### src/rtl/wm8731_pkg.sv
// WM8731 codec configuration constants shared by the init sequencer.
// Holds the register word ROM and the sequencer state encoding.
package wm8731_pkg;

  localparam logic [7:0] WM8731_ADDR = 8'h34;
  localparam int         CFG_DEPTH   = 7;

  // reset, analog, digital, power, format, sampling, active
  localparam logic [23:0] CFG_ROM [CFG_DEPTH] = '{
    {WM8731_ADDR, 16'h1E00},
    {WM8731_ADDR, 16'h0815},
    {WM8731_ADDR, 16'h0A00},
    {WM8731_ADDR, 16'h0C00},
    {WM8731_ADDR, 16'h0E42},
    {WM8731_ADDR, 16'h1019},
    {WM8731_ADDR, 16'h1201}
  };

  typedef enum logic [1:0] {
    IDLE,
    WAIT,
    GAP
  } state_e;

endpackage

### src/rtl/wm8731_init_seq.sv
// Issues the WM8731 power-up word list to the I2C sender, one per transaction.
// WM_INIT_TIMEOUT_EN adds a per-transaction watchdog and the o_error port.
module wm8731_init_seq
  import wm8731_pkg::*;
#(
  parameter int N_CMD          = 7,
  parameter int GAP_CYCLES     = 4,
  parameter int TIMEOUT_CYCLES = 1024
) (
  input  logic        i_clk,
  input  logic        i_rst,
  input  logic        i_start,
  input  logic        i_i2c_finished,
  output logic        o_i2c_start,
  output logic [23:0] o_i2c_data,
  output logic        o_busy,
  output logic        o_done,
`ifdef WM_INIT_TIMEOUT_EN
  output logic        o_error,
`endif
  output logic [2:0]  o_cmd_idx
);

  localparam int GW = (GAP_CYCLES > 2) ? $clog2(GAP_CYCLES) : 1;
  localparam logic [GW-1:0] GAP_LAST =
    GW'((GAP_CYCLES > 0) ? GAP_CYCLES - 1 : 0);
  localparam logic [2:0] LAST_IDX = 3'(N_CMD - 1);

  state_e         state_q, state_d;
  logic           start_q, start_d;
  logic [23:0]    data_q, data_d;
  logic           busy_q, busy_d;
  logic           done_q, done_d;
  logic [2:0]     idx_q, idx_d;
  logic [GW-1:0]  gap_q, gap_d;
  logic           fin_q;
  logic           fin_edge;

`ifdef WM_INIT_TIMEOUT_EN
  localparam int TW = (TIMEOUT_CYCLES > 2) ? $clog2(TIMEOUT_CYCLES) : 1;
  localparam logic [TW-1:0] TO_LAST = TW'(TIMEOUT_CYCLES - 1);
  logic [TW-1:0]  wd_q, wd_d;
  logic           err_q, err_d;
`endif

  // Level from the sender may still be high from the previous run
  assign fin_edge = i_i2c_finished & ~fin_q;

  always_comb begin
    state_d = state_q;
    start_d = 1'b0;
    data_d  = data_q;
    busy_d  = busy_q;
    done_d  = done_q;
    idx_d   = idx_q;
    gap_d   = gap_q;
`ifdef WM_INIT_TIMEOUT_EN
    wd_d    = wd_q;
    err_d   = err_q;
`endif
    unique case (state_q)
      IDLE: begin
        if (i_start) begin
          start_d = 1'b1;
          data_d  = CFG_ROM[0];
          idx_d   = 3'd0;
          busy_d  = 1'b1;
          done_d  = 1'b0;
          state_d = WAIT;
`ifdef WM_INIT_TIMEOUT_EN
          wd_d    = '0;
          err_d   = 1'b0;
`endif
        end
      end
      WAIT: begin
        if (fin_edge) begin
          if (idx_q == LAST_IDX) begin
            busy_d  = 1'b0;
            done_d  = 1'b1;
            state_d = IDLE;
          end else if (GAP_CYCLES == 0) begin
            idx_d   = idx_q + 3'd1;
            data_d  = CFG_ROM[idx_d];
            start_d = 1'b1;
`ifdef WM_INIT_TIMEOUT_EN
            wd_d    = '0;
`endif
          end else begin
            idx_d   = idx_q + 3'd1;
            gap_d   = '0;
            state_d = GAP;
          end
`ifdef WM_INIT_TIMEOUT_EN
        end else if (wd_q == TO_LAST) begin
          busy_d  = 1'b0;
          done_d  = 1'b0;
          err_d   = 1'b1;
          state_d = IDLE;
        end else begin
          wd_d = wd_q + 1'b1;
`endif
        end
      end
      GAP: begin
        if (gap_q == GAP_LAST) begin
          data_d  = CFG_ROM[idx_q];
          start_d = 1'b1;
          state_d = WAIT;
`ifdef WM_INIT_TIMEOUT_EN
          wd_d    = '0;
`endif
        end else begin
          gap_d = gap_q + 1'b1;
        end
      end
      default: state_d = IDLE;
    endcase
  end

  always_ff @(posedge i_clk or posedge i_rst) begin
    if (i_rst) begin
      state_q <= IDLE;
      start_q <= 1'b0;
      data_q  <= 24'h0;
      busy_q  <= 1'b0;
      done_q  <= 1'b0;
      idx_q   <= 3'd0;
      gap_q   <= '0;
      fin_q   <= 1'b0;
`ifdef WM_INIT_TIMEOUT_EN
      wd_q    <= '0;
      err_q   <= 1'b0;
`endif
    end else begin
      state_q <= state_d;
      start_q <= start_d;
      data_q  <= data_d;
      busy_q  <= busy_d;
      done_q  <= done_d;
      idx_q   <= idx_d;
      gap_q   <= gap_d;
      fin_q   <= i_i2c_finished;
`ifdef WM_INIT_TIMEOUT_EN
      wd_q    <= wd_d;
      err_q   <= err_d;
`endif
    end
  end

  assign o_i2c_start = start_q;
  assign o_i2c_data  = data_q;
  assign o_busy      = busy_q;
  assign o_done      = done_q;
  assign o_cmd_idx   = idx_q;
`ifdef WM_INIT_TIMEOUT_EN
  assign o_error     = err_q;
`endif

endmodule

### config.mk
export PLATFORM = sky130hd
export DESIGN_NAME = wm8731_init_seq
export DESIGN_NICKNAME = d
export VERILOG_FILES = /design/src/rtl/wm8731_pkg.sv /design/src/rtl/wm8731_init_seq.sv
export SDC_FILE = /design/constraint.sdc
export NUM_CORES = 1
export LEC_CHECK = 0
export BUFFER_PORTS_ARGS = -buffer_cell sky130_fd_sc_hd__buf_2
export CAP_MARGIN = 0
export CORE_MARGIN = 1.5
export CORE_UTILIZATION = 24
export CTS_CLUSTER_SIZE = 40
export DETAILED_ROUTE_END_ITERATION = 16
export PLACE_DENSITY_LB_ADDON = 0.1
export SKIP_LAST_GASP = 1
export SYNTH_ARGS = -nofsm -noshare
export SYNTH_HDL_FRONTEND = slang
export SYNTH_SLANG_ARGS = --single-unit
### constraint.sdc
create_clock -name i_clk -period 2.6 [get_ports i_clk]
set_input_delay 0.52 -clock i_clk [delete_from_list [all_inputs] [get_ports i_clk]]
set_output_delay 0.52 -clock i_clk [all_outputs]
set_load 0.02 [all_outputs]
==> results.sh, run 1 <==
export IMPL_status="finished, final reports clean"
export IMPL_final_antenna_net_count=0
export IMPL_wire_length_after_detailed_routing_um=2250
export IMPL_initial_antenna_violation_count=0
export IMPL_cts_sink_count=21
export IMPL_timing_critical_path_to_type="output port"
export IMPL_synth_area_per_cell_sq_um=11.3
export IMPL_worst_endpoint_required_ps=2080
export IMPL_fin_nets=136
export IMPL_final_max_slew_viol_count=0
export IMPL_cts_resized=0
export IMPL_avgViaCountPerCell=4.14
export IMPL_path_class="flip-flop to output port"
export IMPL_crit_path_start_kind="flip-flop"
export IMPL_grt_use_total_pct=9.50
export IMPL_total_leakage_power_uw=0.000616
export IMPL_critical_path_slowest_cell="sky130_fd_sc_hd__dfrtp_1"
export IMPL_floorplan_rows=25
export IMPL_grt_first_pass_wirelength_um=3830
export IMPL_worst_ep_arrival_time_ps=1060
export IMPL_worstHoldPathType="input pin to asynchronous set/reset pin"
export IMPL_synthDistinctLibCells=34
export IMPL_ys_warn_count=0
export IMPL_multiInputGateArea_sq_um=557
export IMPL_grt_setup_unrepaired="no"
export IMPL_critPathTopFamily="flip-flops"
export IMPL_cts_root_buf="sky130_fd_sc_hd__clkbuf_8"
export IMPL_fin_worst_skew_ps=5.89
export IMPL_fp_coreArea_sq_um=4750
export IMPL_routed_via_count=795
export IMPL_power_density_nw_per_um2=927
export IMPL_timing_critical_path_cells="buf_2"
export IMPL_floorplan_die_area_sq_um=5370
export IMPL_postCtsSetupBuffers=0
export IMPL_insertion_delay_ps=260
export IMPL_final_min_period_over_clock_period_pct=60.6
export IMPL_routabilityCongestion=0.670
export IMPL_irDropWorstVdd_mv=0.288
export IMPL_initial_util_pct=24.9
export IMPL_drc=0
export IMPL_maximum_fanout_along_the_worst_path=14
export IMPL_die_height_um=73.3
export IMPL_maximum_number_of_pins_on_one_net_before_global_route_repair=22
export IMPL_number_of_top_level_pins=34
export IMPL_highest_count_cells_in_the_layout_ignoring_fill_and_taps="sky130_fd_sc_hd__buf_2, sky130_fd_sc_hd__dfrtp_1, sky130_fd_sc_hd__conb_1, sky130_fd_sc_hd__o21ai_0"
export IMPL_max_slew_margin_rel_pct=45.5
export IMPL_hold_viol_final=0
export IMPL_first_global_vias=794
export IMPL_tritoncts_clock_tree="yes"
export IMPL_clockBufferDepth=2
export IMPL_cap_viol_max_count=0
export IMPL_path_clk_slew_ps=80
export IMPL_drt_initial_drc_count=9
export IMPL_yosys_register_bits=21
export IMPL_place_hpwl_um=1730
export IMPL_drtPass1Iterations=4
export IMPL_die_x_um=73.3
export IMPL_timing_critical_path_slowest_cell_delay_ps=560
export IMPL_path_buf_inv=1
export IMPL_cts_hold_buffers=0
export IMPL_num_antenna_cells=0
export IMPL_drive_above_1_share_pct=34.4
export IMPL_netlist_area_sq_um=1180
export IMPL_fmaxAchievable_ghz=0.634
export IMPL_area_growth_synth_to_final_pct=13.5
export IMPL_cts_made_buffers=3
export IMPL_port_buffers=22
export IMPL_post_layout_total_power_uw=1250
export IMPL_tightest_slew_ps=816
export IMPL_min_period_ps=1580
export IMPL_seqCellArea_sq_um=526
export IMPL_setup_tns_ps=0
export IMPL_wire_per_inst_um=11.7
export IMPL_most_common_cell_after_layout_fill_and_taps_aside="sky130_fd_sc_hd__buf_2"
export IMPL_timing_final_setup_violations=0
export IMPL_synthesized_netlist_cell_count=105
export IMPL_overflow=0
export IMPL_yosysSeqAreaShare_pct=44.4
export IMPL_fill_cells=531
export IMPL_ctsHtreeMaxLevel=1
## worst paths after layout
check | endpoint | slack, ps | cells past startpoint | startpoint
worst max-delay path | o_cmd_idx[2] | 1020 | 1 | o_cmd_idx[2]$_DFFE_PP0P_
worst min-delay path | o_i2c_data[20]$_DFFE_PP0P_ | 400 | 2 | i_rst
worst max register to register | o_i2c_data[10]$_DFFE_PP0P_ | 1030 | 4 | gap_q[0]$_DFFE_PP0P_
worst min register to register | gap_q[0]$_DFFE_PP0P_ | 490 | 1 | gap_q[0]$_DFFE_PP0P_
max in group asynchronous | o_busy$_DFFE_PP0P_ | 1680 | 2 | i_rst
min in group i_clk | fin_q$_DFF_PP0_ | 410 | 1 | i_i2c_finished
## where the power goes
part           switching, uW  internal (uW)
registers                120            408
clock network            104            107
logic                    291            218
total                    515            732
## kinds of logic (layout without fill, tap and decap cells)
logic type                 after synthesis  in the layout  share of synthesized area (%)
AOI/OAI and AO/OA                       21             21                           11.6
adders and majority gates                6              6                           6.34
buffers and inverters                   22             32                           11.8
DFF                                     21             21                           44.4
muxes                                    9              9                           10.5
other                                    1             11                          0.316
and+or+nand+nor                         25             25                           15.1
## cells in the mapped netlist (all sizes together)
library cell,count,share of area (%)
conb,1,0.32
dfrtp,21,44
o21ai,10,4.5
nor2b,3,1.8
o22a,1,0.84
and4bb,2,2.1
nand3,1,0.42
or3b,2,1.5
mux2i,3,2.9
o41ai,1,0.74
ha,6,6.3
a31o,1,0.74
nor2,2,2.0
and3,3,1.6
mux2,6,7.6
buf,16,9.9
a31oi,1,0.53
or2,1,0.53
nand2,5,1.6
o21a,1,0.63
and2,1,0.53
o31ai,1,0.63
nand2b,2,1.1
nor3,1,0.42
nand4bb,1,0.95
a21oi,1,0.42
nand3b,1,0.63
o211ai,4,2.5
inv,6,1.9
## layer usage
metal | part of all wire [%] | track usage (%) | routed length [um]
met5 | 0 | 0 | 0
met4 | 0.93 | 3.14 | 21
met3 | 6.7 | 3.43 | 151
met2 | 45 | 14.9 | 1010
met1 | 47 | 12.1 | 1060
## stage by stage
stage / cells / instance area (sq um) / utilization, % / worst slack, ps / hold slack, ps
after global routing: 192 / 1350 / 28.3 / 923 / 408
after global placement: 188 / 1300 / 27.3 / 1040 / 466
after detailed placement: 188 / 1300 / 27.3 / 1020 / 482
final: 192 / 1350 / 28.3 / 1020 / 404
after floorplan: 115 / 1220 / - / 1120 / 457
after CTS: 192 / 1350 / 28.3 / 993 / 399
## flip-flops by register name (all words and copies together), names as in the netlist
| signal | cells |
|---|---|
| o_i2c_data | 10 |
| o_cmd_idx | 3 |
| gap_q | 2 |
| state_q | 2 |
| fin_q | 1 |
| o_busy | 1 |
| o_done | 1 |
| o_i2c_start | 1 |
## cell type report
type                    instances  area share (%)
well taps                      67            6.23
repair buffers                 22            8.19
multi-input cells              72            41.4
clock inverters                 1           0.372
flip-flops and latches         21            39.1
clock buffers                   3            3.07
inverters                       6            1.67
## worst register-to-register path: stages, from the launching register on
cell and delay (ps):
sky130_fd_sc_hd__dfrtp_1 400, sky130_fd_sc_hd__ha_1 240, sky130_fd_sc_hd__mux2i_2 390, sky130_fd_sc_hd__nor2_8 110, sky130_fd_sc_hd__mux2_4 320
Note: power is estimated with default switching activity, not from simulation.
==> run 2, diff against run 1 <==
==> constraint.sdc (replaced) <==
create_clock -name i_clk -period 1.55 [get_ports i_clk]
set_input_delay 0.31 -clock i_clk [delete_from_list [all_inputs] [get_ports i_clk]]
set_output_delay 0.31 -clock i_clk [all_outputs]
set_load 0.02 [all_outputs]
==> run 2 against run 1 <==
  * Via count up 0.88%
  * Clock-buffer cell count unchanged
  * Critical path type is now flip-flop to flip-flop
  * Register-to-register slack got worse by 960 ps
  * Global-route usage about the same
  * Die area stayed put
  * Core utilization increased by 1.0 points
  * Critical path depth increased by 3
  * Cell count is 3.1% higher
  * Sequential power is 61% higher
  * Combinational power rose by 89%
==> results.sh, run 2 (synthesis gave the netlist of run 1 again) <==
export IMPL_status="finished, final reports clean"
export IMPL_critPathTopFamily="multiplexers"
export IMPL_worst_ep_arrival_time_ps=1630
export IMPL_area_growth_synth_to_final_pct=17.5
export IMPL_setup_tns_ps=0
export IMPL_tritoncts_clock_tree="yes"
export IMPL_routed_via_count=802
export IMPL_power_share_switching_pct=40.5
export IMPL_avgViaCountPerCell=4.05
export IMPL_cts_sink_count=21
export IMPL_cts_made_buffers=3
export IMPL_irDropWorstVdd_mv=0.592
export IMPL_total_switching_power_uw=876
export IMPL_ctsHtreeMaxLevel=1
export IMPL_flip_flop_count_of_the_largest_register_all_copies_and_words_added=10
export IMPL_die_height_um=73.3
export IMPL_comb_power_share_pct=44.5
export IMPL_worst_endpoint_required_ps=1700
export IMPL_initial_antenna_violation_count=0
export IMPL_maximum_number_of_pins_on_one_net_before_global_route_repair=22
export IMPL_number_of_top_level_pins=34
export IMPL_timing_final_setup_violations=0
export IMPL_wire_per_inst_um=11.6
export IMPL_port_buffers=22
export IMPL_total_leakage_power_uw=0.000646
export IMPL_power_density_nw_per_um2=1550
export IMPL_final_max_slew_viol_count=0
export IMPL_final_core_util_pct=29.3
export IMPL_floorplan_rows=25
export IMPL_grt_first_pass_wirelength_um=3810
export IMPL_path_class="flip-flop to flip-flop"
export IMPL_hold_viol_final=0
export IMPL_first_global_vias=786
export IMPL_timing_critical_path_cells="ha_1 > mux2i_2 > nor2_8 > mux2_4"
export IMPL_path_clk_slew_ps=80
export IMPL_final_min_period_over_clock_period_pct=95.4
export IMPL_p_clk_share_pct=16.4
export IMPL_drtPass1Iterations=4
export IMPL_fin_nets=142
export IMPL_timing_critical_path_slowest_cell_delay_ps=390
export IMPL_min_period_ps=1480
export IMPL_drt_initial_drc_count=20
export IMPL_wire_length_after_detailed_routing_um=2300
export IMPL_crit_path_start_kind="flip-flop"
export IMPL_cts_root_buf="sky130_fd_sc_hd__clkbuf_8"
export IMPL_floorplan_die_area_sq_um=5370
export IMPL_maximum_fanout_along_the_worst_path=10
export IMPL_die_x_um=73.3
export IMPL_overflow=0
export IMPL_path_buf_inv=0
export IMPL_fin_worst_skew_ps=5.96
export IMPL_final_antenna_net_count=0
export IMPL_drive_above_1_share_pct=37.4
export IMPL_drc=0
export IMPL_clockBufferDepth=2
export IMPL_routabilityCongestion=0.705
export IMPL_most_common_cell_after_layout_fill_and_taps_aside="sky130_fd_sc_hd__buf_2"
export IMPL_internal_power_uw=1290
export IMPL_fp_coreArea_sq_um=4750
export IMPL_worstHoldPathType="input pin to asynchronous set/reset pin"
export IMPL_highest_count_cells_in_the_layout_ignoring_fill_and_taps="sky130_fd_sc_hd__buf_2, sky130_fd_sc_hd__dfrtp_1, sky130_fd_sc_hd__conb_1, sky130_fd_sc_hd__o21ai_0"
export IMPL_cap_viol_max_count=0
export IMPL_timing_critical_path_to_type="flip-flop"
export IMPL_fin_worst_hold_slack_ps=67.6
export IMPL_fmaxAchievable_ghz=0.677
export IMPL_num_antenna_cells=0
export IMPL_grt_use_total_pct=9.54
export IMPL_grt_setup_unrepaired="no"
export IMPL_pwr_share_seq_pct=39.1
export IMPL_critical_path_slowest_cell="sky130_fd_sc_hd__dfrtp_1"
export IMPL_initial_util_pct=24.9
export IMPL_place_hpwl_um=1770
export IMPL_post_layout_total_power_uw=2160
export IMPL_insertion_delay_ps=260
-- run 2: cell count changes in the layout (fill, tap and decap cells not counted) --
| cell | previous run | this run |
|---|---|---|
| sky130_fd_sc_hd__buf_4 | 0 | 6 |
| sky130_fd_sc_hd__or3b_4 | 0 | 1 |
| sky130_fd_sc_hd__or3b_2 | 2 | 1 |
-- run 2: power by group through the flow --
stage,Combinational [uW],Clock [uW],Sequential (uW)
final,962,356,846
after global routing,1070,408,878
after CTS,974,378,854
after detailed placement,972,0,863
after global placement,968,0,863
after floorplan,664,0,902
-- run 2: timing repair --
action | 4_1_cts | 5_1_grt
setup endpoints to repair | 0 | 1
buffers inserted | 0 | 0
hold buffers | 0 | 0
resized for setup | 0 | 1
-- run 2: worst paths after layout --
path / startpoint / end / slack [ps] / cells past startpoint
max: gap_q[0]$_DFFE_PP0P_ / o_i2c_data[2]$_DFFE_PP0P_ / 70 / 4
min: i_rst / o_i2c_data[20]$_DFFE_PP0P_ / 70 / 3
max reg2reg: gap_q[0]$_DFFE_PP0P_ / o_i2c_data[2]$_DFFE_PP0P_ / 70 / 4
min reg2reg: gap_q[0]$_DFFE_PP0P_ / gap_q[0]$_DFFE_PP0P_ / 490 / 1
max in group asynchronous: i_rst / o_done$_DFFE_PP0P_ / 1260 / 3
min in group i_clk: i_i2c_finished / fin_q$_DFF_PP0_ / 200 / 1
-- run 2: layout make-up --
class,count,area (sq um)
clock buffers,3,41.3
multi-input cells,72,559
fillers,544,3360
clock inverters,1,5.00
repair buffers,28,155
flip-flops and latches,21,526
well taps,67,83.8
inverters,6,22.5
-- run 2: metal layers --
metal | track usage, % | wire length (um)
met5 | 0 | 0
met4 | 1.89 | 17
met3 | 3.84 | 172
met2 | 14.8 | 1040
met1 | 12.5 | 1070
-- run 2: worst reg2reg max path, stage by stage (launching register included) --
cell	delay, ps
sky130_fd_sc_hd__dfrtp_1	390
sky130_fd_sc_hd__ha_1	240
sky130_fd_sc_hd__mux2i_2	320
sky130_fd_sc_hd__nor2_8	100
sky130_fd_sc_hd__mux2_4	310
-- run 2: stage by stage --
stage                     cells  setup slack (ps)  area [sq um]
after floorplan             115              68.1          1220
after global routing        198              6.65          1390
after detailed placement    194              63.4          1340
after global placement      194              92.6          1340
after CTS                   198              55.0          1390
final                       198              71.9          1390
